**config.mk**
```make
export PLATFORM = sky130hd
export DESIGN_NAME = ysyx_23060332_ifu
export DESIGN_NICKNAME = d
export VERILOG_FILES = /design/src/rtl/ysyx_23060332_ifu.sv
export SDC_FILE = /design/constraint.sdc
export NUM_CORES = 1
export LEC_CHECK = 0
export ABC_AREA = 1
export CAP_MARGIN = 20
export CORE_MARGIN = 3
export CORE_UTILIZATION = 25
export CTS_CLUSTER_SIZE = 30
export DETAILED_ROUTE_END_ITERATION = 8
export SYNTH_ARGS = -nofsm -noshare
export SYNTH_HDL_FRONTEND = slang
export SYNTH_SLANG_ARGS = --single-unit
```
**constraint.sdc**
```tcl
create_clock -name clk -period 2.05 [get_ports clk]
set_input_delay 0.41 -clock clk [delete_from_list [all_inputs] [get_ports clk]]
set_output_delay 0.41 -clock clk [all_outputs]
set_load 0.05 [all_outputs]
```
**src/rtl/ysyx_23060332_ifu.sv**
```systemverilog
// Instruction fetch stage: owns the PC, issues one word fetch at a time to
// instruction memory, holds the result toward decode, and honours redirects.
module ysyx_23060332_ifu #(
    parameter int unsigned          ADDR_W   = 32,
    parameter int unsigned          INST_W   = 32,
    parameter logic [ADDR_W-1:0]    RESET_PC = ADDR_W'(32'h8000_0000)
) (
    input  logic              clk,
    input  logic              rst_n,
    output logic              imem_req_valid,
    input  logic              imem_req_ready,
    output logic [ADDR_W-1:0] imem_req_addr,
    input  logic              imem_resp_valid,
    input  logic [INST_W-1:0] imem_resp_data,
    output logic [INST_W-1:0] inst_o,
    output logic [ADDR_W-1:0] inst_addr_o,
    output logic              inst_valid_o,
    input  logic              inst_ready_i,
    input  logic              redirect_i,
    input  logic [ADDR_W-1:0] redirect_addr_i
);

    typedef enum logic [1:0] {
        ST_IDLE = 2'd0,
        ST_REQ  = 2'd1,
        ST_WAIT = 2'd2,
        ST_OUT  = 2'd3
    } state_e;

    state_e            state_q, state_d;
    logic [ADDR_W-1:0] pc_q, pc_d;
    logic              kill_q, kill_d;
    logic [INST_W-1:0] inst_q, inst_d;
    logic [ADDR_W-1:0] inst_addr_q, inst_addr_d;
    logic [ADDR_W-1:0] redirect_pc_c;

    // Targets are forced to word alignment; no fault is raised.
    assign redirect_pc_c = {redirect_addr_i[ADDR_W-1:2], 2'b00};

    always_ff @(posedge clk or negedge rst_n) begin
        if (!rst_n) begin
            state_q     <= ST_IDLE;
            pc_q        <= RESET_PC;
            kill_q      <= 1'b0;
            inst_q      <= '0;
            inst_addr_q <= '0;
        end else begin
            state_q     <= state_d;
            pc_q        <= pc_d;
            kill_q      <= kill_d;
            inst_q      <= inst_d;
            inst_addr_q <= inst_addr_d;
        end
    end

    // Next-state logic; a redirect always wins over the normal flow.
    always_comb begin
        state_d     = state_q;
        pc_d        = pc_q;
        kill_d      = kill_q;
        inst_d      = inst_q;
        inst_addr_d = inst_addr_q;
        case (state_q)
            ST_IDLE: begin
                state_d = ST_REQ;
                if (redirect_i) pc_d = redirect_pc_c;
            end
            ST_REQ: begin
                if (redirect_i) pc_d = redirect_pc_c;
                if (imem_req_ready) begin
                    state_d = ST_WAIT;
                    kill_d  = redirect_i;
                end
            end
            ST_WAIT: begin
                if (redirect_i) begin
                    pc_d = redirect_pc_c;
                    if (imem_resp_valid) begin
                        state_d = ST_REQ;
                        kill_d  = 1'b0;
                    end else begin
                        kill_d  = 1'b1;
                    end
                end else if (imem_resp_valid) begin
                    if (kill_q) begin
                        state_d = ST_REQ;
                        kill_d  = 1'b0;
                    end else begin
                        inst_d      = imem_resp_data;
                        inst_addr_d = pc_q;
                        state_d     = ST_OUT;
                    end
                end
            end
            ST_OUT: begin
                if (redirect_i) begin
                    pc_d    = redirect_pc_c;
                    state_d = ST_REQ;
                end else if (inst_ready_i) begin
                    pc_d    = pc_q + ADDR_W'(4);
                    state_d = ST_REQ;
                end
            end
            default: state_d = ST_IDLE;
        endcase
    end

    assign imem_req_valid = (state_q == ST_REQ);
    assign imem_req_addr  = pc_q;
    assign inst_valid_o   = (state_q == ST_OUT);
    assign inst_o         = inst_q;
    assign inst_addr_o    = inst_addr_q;

endmodule
```
==> results_dict.tcl, run 1 <==
set metrics [dict create \
    status "finished clean" \
    drt_iter0_markers 277 \
    reg2reg_to "imem_req_addr[14]" \
    fillers 1984 \
    grt_pass1_wl_mm 24.2 \
    numCtsBuffers 9 \
    crit_slowest_cell "clkdlybuf4s50_1" \
    irDropWorstVdd_mv 0.521 \
    post_drt_via_cell_ratio 4.30 \
    clk_latency_ns 0.35 \
    crit_type "register to output pin" \
    totalNegativeSetupSlack_ns 0 \
    drive_above_1_share 0.152 \
    tightest_slew_ns 0.572 \
    clock-root-buffer "clkbuf_16" \
    place.port_buffers 161 \
    syn_area_um2 4840 \
    path_clk_slew_ns 0.07 \
    synth_top_area_cell "dfrtp_1" \
    p_leak_nw 3.21 \
    track_usage 0.145 \
    worstPathMaxFanout 4 \
    fin_util 0.374 \
    rrSetupSlack_ns 0.24 \
    ys_top_cells_by_area "dfrtp_1, nand2_1, mux2_2" \
    period_minus_slack_ns 1.98 \
    rsz0062_at_grt "no" \
    maxCapViolCount 0 \
    num_vias 4441 \
    routed_wl_mm 15.1 \
    cp_slowest_stage_delay_ns 0.82 \
    ys_warn_count 0 \
    ant_nets 0 \
    dp_hpwl_mm 11.5 \
    cp-end-kind "output pin" \
    path_delay_family "buffers and inverters" \
    die_h_um 145 \
    p_per_area_nw_per_um2 1580 \
    synthCells 599 \
    nets 843 \
    cp.arrival_ns 1.57 \
    synth_compound_area_frac 0.0759 \
    max-slew-margin-rel 0.617 \
    cts_hold_buf 0 \
    synth_top_area_frac 0.486 \
    gr-total-overflow 0 \
    diodes 0 \
    cp.depth 1 \
    finalPower_mw 11.1 \
    htree_levels 3 \
    cts.sinks 95 \
    post_cts_resized 0 \
    synth_xor_area_frac 0.00542 \
    skew_ns 0.00856 \
    core-area_um2 18900 \
    ys_ff_latch 95 \
    syn_avg_cell_area_um2 8.09 \
    hp-class "input pin to asynchronous set/reset pin" \
    finalHoldViolCount 0 \
    path_cells "clkdlybuf4s50_1" \
    startpoint "imem_req_addr[2]" \
    setup_violations 0 \
    slew_violations 0 \
    ios 168 \
    crit_buf_inv 1 \
    die_w_um 145 \
    die_area_um2 21100 \
    antenna_found_initial 1 \
    post-cts-setup-buffers 0 \
    rows 50 \
    initial_utilization 0.256 \
    cp.required_ns 1.64 \
    cp-endpoint "imem_req_addr[2]" \
    gp_congestion 0.818 \
    drc 0 \
    cts_buffer_depth 2 \
    synth_mux_area_frac 0.0790 \
    wl_per_cell_um 14.6 \
    cp-start-kind "register" \
    tritoncts "done" \
    syn2layout_area_growth_pct 45.7 \
    ys_types 32 \
    fin_crit_sh 0.965 \
    clock.fmax_ghz 0.506 \
    reg2reg_depth 9 \
    grt_pass1_vias 4369 \
    r2r-start "state_q[0]" \
    drt_first_pass_iters 4 \
    grt_max_degree 61 \
    synthAdderAreaFrac 0.0155 \
    ys_seq_area_frac 0.491 \
    synth-simple-area-share 0.263 \
    synth_top_family_by_area "simple AND/OR/NAND/NOR gates" \
]
-- routing by layer --
metal / global-route usage / routed length, um / vias to the layer above / share of wire
li1: - / - / 2243 / -
met1: 0.198 / 7040 / 2024 / 0.47
met2: 0.222 / 6660 / 153 / 0.44
met3: 0.0319 / 994 / 19 / 0.066
met4: 0.0560 / 374 / 2 / 0.025
met5: 0 / 11 / - / 0.00073
-- through the flow --
stage	instances	instance area (um2)	setup slack [ns]	hold slack [ns]
finish	1032	7060	0.0724	0.0349
global route	1032	7060	0.0200	0.0476
CTS	1032	7060	0.0591	0.0340
detailed placement	1016	6770	-0.0746	0.408
global placement	1016	6770	-0.0611	0.410
floorplan	602	4860	0.140	0.114
-- kinds of logic (layout without fill, tap and decap cells) --
family | count (synthesis) | count (layout)
buffers and inverters | 77 | 247
multiplexers | 34 | 34
AND/OR/NAND/NOR | 313 | 313
adder cells (fa/ha/maj) | 6 | 6
flip-flops | 95 | 95
AO/OA/AOI/OAI | 70 | 70
XOR/XNOR | 3 | 3
other | 1 | 4
-- registers in the layout, summed over array words and instances, names as in the netlist --
register       cells
inst_o            32
imem_req_addr     30
kill_q             1
state_q            2
inst_addr_o       30
-- placed cells by master (no fill, tap or decap), drive strengths merged --
master,instances
nand2,183
clkdlybuf4s50,121
dfrtp,94
nor2,89
buf,58
o21ai,53
inv,52
nand3,34
mux2,34
clkbuf,12
a21oi,8
o22ai,6
ha,6
conb,4
nand3b,3
xor2,3
clkinv,3
nand4,2
or2,1
nor3,1
a22oi,1
a31oi,1
o31ai,1
bufinv,1
dfstp,1
-- power breakdown --
group | switching [mW] | internal (mW) | total, mW
combinational | 4.18 | 1.99 | 6.18
sequential | 0.619 | 2.64 | 3.26
clock | 0.735 | 0.975 | 1.71
-- final cells by class --
type / count / area, um2 / area share
multi-input combinational: 430 / 2150 / 0.304
timing repair buffer: 179 / 1720 / 0.244
tap: 260 / 325 / 0.0461
clock inverter: 4 / 45.0 / 0.00638
clock buffer: 12 / 246 / 0.0349
sequential: 95 / 2380 / 0.337
inverter: 52 / 195 / 0.0276
-- how the worst min path moves through the flow --
stage	startpoint	endpoint	slack (ns)	cells past startpoint
2_1_floorplan	rst_n	imem_req_addr[10]	0.11	0
3_3_place_gp	rst_n	inst_o[19]	0.41	2
3_5_place_dp	rst_n	inst_o[19]	0.41	2
4_1_cts	rst_n	inst_o[19]	0.03	2
5_1_grt	rst_n	inst_o[22]	0.05	2
6_report	rst_n	inst_o[22]	0.03	2
-- cells in the mapped netlist, drive strengths merged --
cell type    n
a22oi        1
nand3       34
o31ai        1
dfrtp       94
nand4        2
o22ai        6
conb         1
o21ai       53
dfstp        1
a31oi        1
nand3b       3
inv         52
nor3         1
nor2        89
xor2         3
or2          1
nand2      183
clkbuf       9
buf         16
ha           6
mux2        34
a21oi        8
(Power assumes the default switching activity.)
==> inputs of run 2 (changes only) <==
--- a/config.mk
+++ b/config.mk
@@ -11,6 +11,7 @@
 export CORE_UTILIZATION = 25
 export CTS_CLUSTER_SIZE = 30
 export DETAILED_ROUTE_END_ITERATION = 8
+export PLACE_DENSITY = 0.51
 export SYNTH_ARGS = -nofsm -noshare
 export SYNTH_HDL_FRONTEND = slang
 export SYNTH_SLANG_ARGS = --single-unit
==> run 2 against run 1 <==
  * The flow now finishes with violations (negative hold slack)
  * Global-route usage increased by 0.28 points
  * Total power about the same
  * Highest routed layer is now met4
  * Count of clock-buffer cells in the layout unchanged
  * Clock skew about the same
  * Via count increased by 0.27%
  * Cell count about the same
  * Worst setup slack improved by 0.019 ns
  * Die area unchanged
  * Combinational power increased by 0.6%
  * Routed wire length increased by 1.3%
  * Hold slack got worse by 0.038 ns
  * Register-to-register slack improved by 0.07 ns
==> results_dict.tcl, run 2 (synthesized netlist as in run 1, its figures left out) <==
set metrics [dict create \
    clk_latency_ns 0.35 \
    post_cts_resized 0 \
    cp-start-kind "register" \
    gr-total-overflow 0 \
    largest_reg_flops 32 \
    post_layout_nonfiller_instances 1031 \
    path_delay_family "buffers and inverters" \
    fin_util 0.374 \
    irDropWorstVdd_mv 0.578 \
    crit_type "register to output pin" \
    grt_pass1_vias 4517 \
    crit_slowest_cell "clkdlybuf4s50_1" \
    max-slew-margin-rel 0.630 \
    die_area_um2 21100 \
    routed_wl_mm 15.3 \
    comb_power_share 0.558 \
    numCtsBuffers 9 \
    antenna_found_initial 0 \
    nets 842 \
    cp_slowest_stage_delay_ns 0.84 \
    drive_above_1_share 0.157 \
    cp.arrival_ns 1.55 \
    final_cell_mix "nand2_1, clkdlybuf4s50_1, dfrtp_1, nor2_1, buf_4" \
    pwr-share-seq 0.292 \
    switching_share 0.500 \
    path_cells "clkdlybuf4s50_1" \
    fin_ws_ns 0.0912 \
    cts_hold_buf 0 \
    internal_power_mw 5.58 \
    die_w_um 145 \
    p_per_area_nw_per_um2 1580 \
    dp_slack_ns 0.0396 \
    cp-end-kind "output pin" \
    placedInstanceArea_um2 6780 \
    diodes 0 \
    cts_buffer_depth 2 \
    cts.sinks 95 \
    cp.required_ns 1.64 \
    rsz0062_at_grt "no" \
    initial_utilization 0.256 \
    wl_per_cell_um 14.8 \
    finalHoldViolCount 4 \
    p_switching_mw 5.57 \
    maxCapViolCount 0 \
    p_leak_nw 3.22 \
    ios 168 \
    drc 0 \
    fin_crit_sh 0.956 \
    post_drt_via_cell_ratio 4.32 \
    htree_levels 3 \
    crit_buf_inv 1 \
    drt_iter0_markers 298 \
    tritoncts "done" \
    path_clk_slew_ns 0.06 \
    dp_hpwl_mm 11.8 \
    place.port_buffers 161 \
    core-area_um2 18900 \
    tightest_slew_ns 0.553 \
    clock.fmax_ghz 0.511 \
    die_h_um 145 \
    final_common_cell "nand2_1" \
    hold_ws_ns -0.00312 \
    syn2layout_area_growth_pct 46.0 \
    status "complete, but fails checks" \
    grt_max_degree 41 \
    clock-root-buffer "clkbuf_16" \
    skew_ns 0.00838 \
    track_usage 0.147 \
    rows 50 \
    gp_congestion 0.831 \
    dp.cells 1015 \
    hp-class "input pin to asynchronous set/reset pin" \
    post-cts-setup-buffers 0 \
    clkPwrFrac 0.151 \
    drt_first_pass_iters 4 \
    slew_violations 0 \
    period_minus_slack_ns 1.96 \
    setup_violations 0 \
    ant_nets 0 \
    worstPathMaxFanout 2 \
    totalNegativeSetupSlack_ns 0 \
    violations "negative hold slack" \
    design_area_um2 7070 \
    grt_pass1_wl_mm 24.8 \
    num_vias 4453 \
]
[run 2: cell types whose count changed in the layout (fill, tap and decap cells not counted), sizes merged]
cell,change
inv,+1
buf,+2
clkdlybuf4s50,-3
bufinv,-1
[run 2: final timing paths]
check	cells past startpoint	endpoint	slack (ns)	start
min in group clk	2	inst_addr_o[7]	0.49	inst_addr_o[7]
worst min-delay path	1	inst_o[6]	-0.003	rst_n
worst max-delay path	1	inst_addr_o[22]	0.09	inst_addr_o[22]
max in group asynchronous	2	imem_req_addr[31]	1.40	rst_n
worst min register to register	2	inst_addr_o[7]	0.49	inst_addr_o[7]
worst max register to register	9	imem_req_addr[14]	0.31	state_q[0]
[run 2: power by group through the flow]
stage / sequential, mW / combinational (mW) / clock, mW
global route: 3.37 / 6.61 / 1.80
global placement: 3.26 / 6.26 / 0
floorplan: 5.77 / 1.49 / 0
finish: 3.25 / 6.22 / 1.68
CTS: 3.26 / 6.28 / 1.75
detailed placement: 3.29 / 6.27 / 0
[run 2: per-layer routing]
metal | GRT usage | up-vias | wire length (um)
met5 | 0 | - | 0
met4 | 0.0537 | 0 | 282
met3 | 0.0290 | 14 | 848
met2 | 0.233 | 147 | 6800
met1 | 0.201 | 2053 | 7350
li1 | - | 2239 | -
[run 2: layout make-up]
type | count | area [um2]
tap | 260 | 325
timing repair buffer | 178 | 1730
clock buffer | 12 | 267
inverter | 52 | 195
sequential | 95 | 2380
multi-input combinational | 430 | 2150
clock inverter | 4 | 27.5
fill | 2006 | 11800
[run 2: stage by stage]
stage | power, mW | hold WS [ns]
floorplan | 7.26 | 0.114
global placement | 9.53 | 0.389
detailed placement | 9.56 | 0.387
CTS | 11.3 | 0.00427
global route | 11.8 | 0.0190
finish | 11.2 | -0.00312
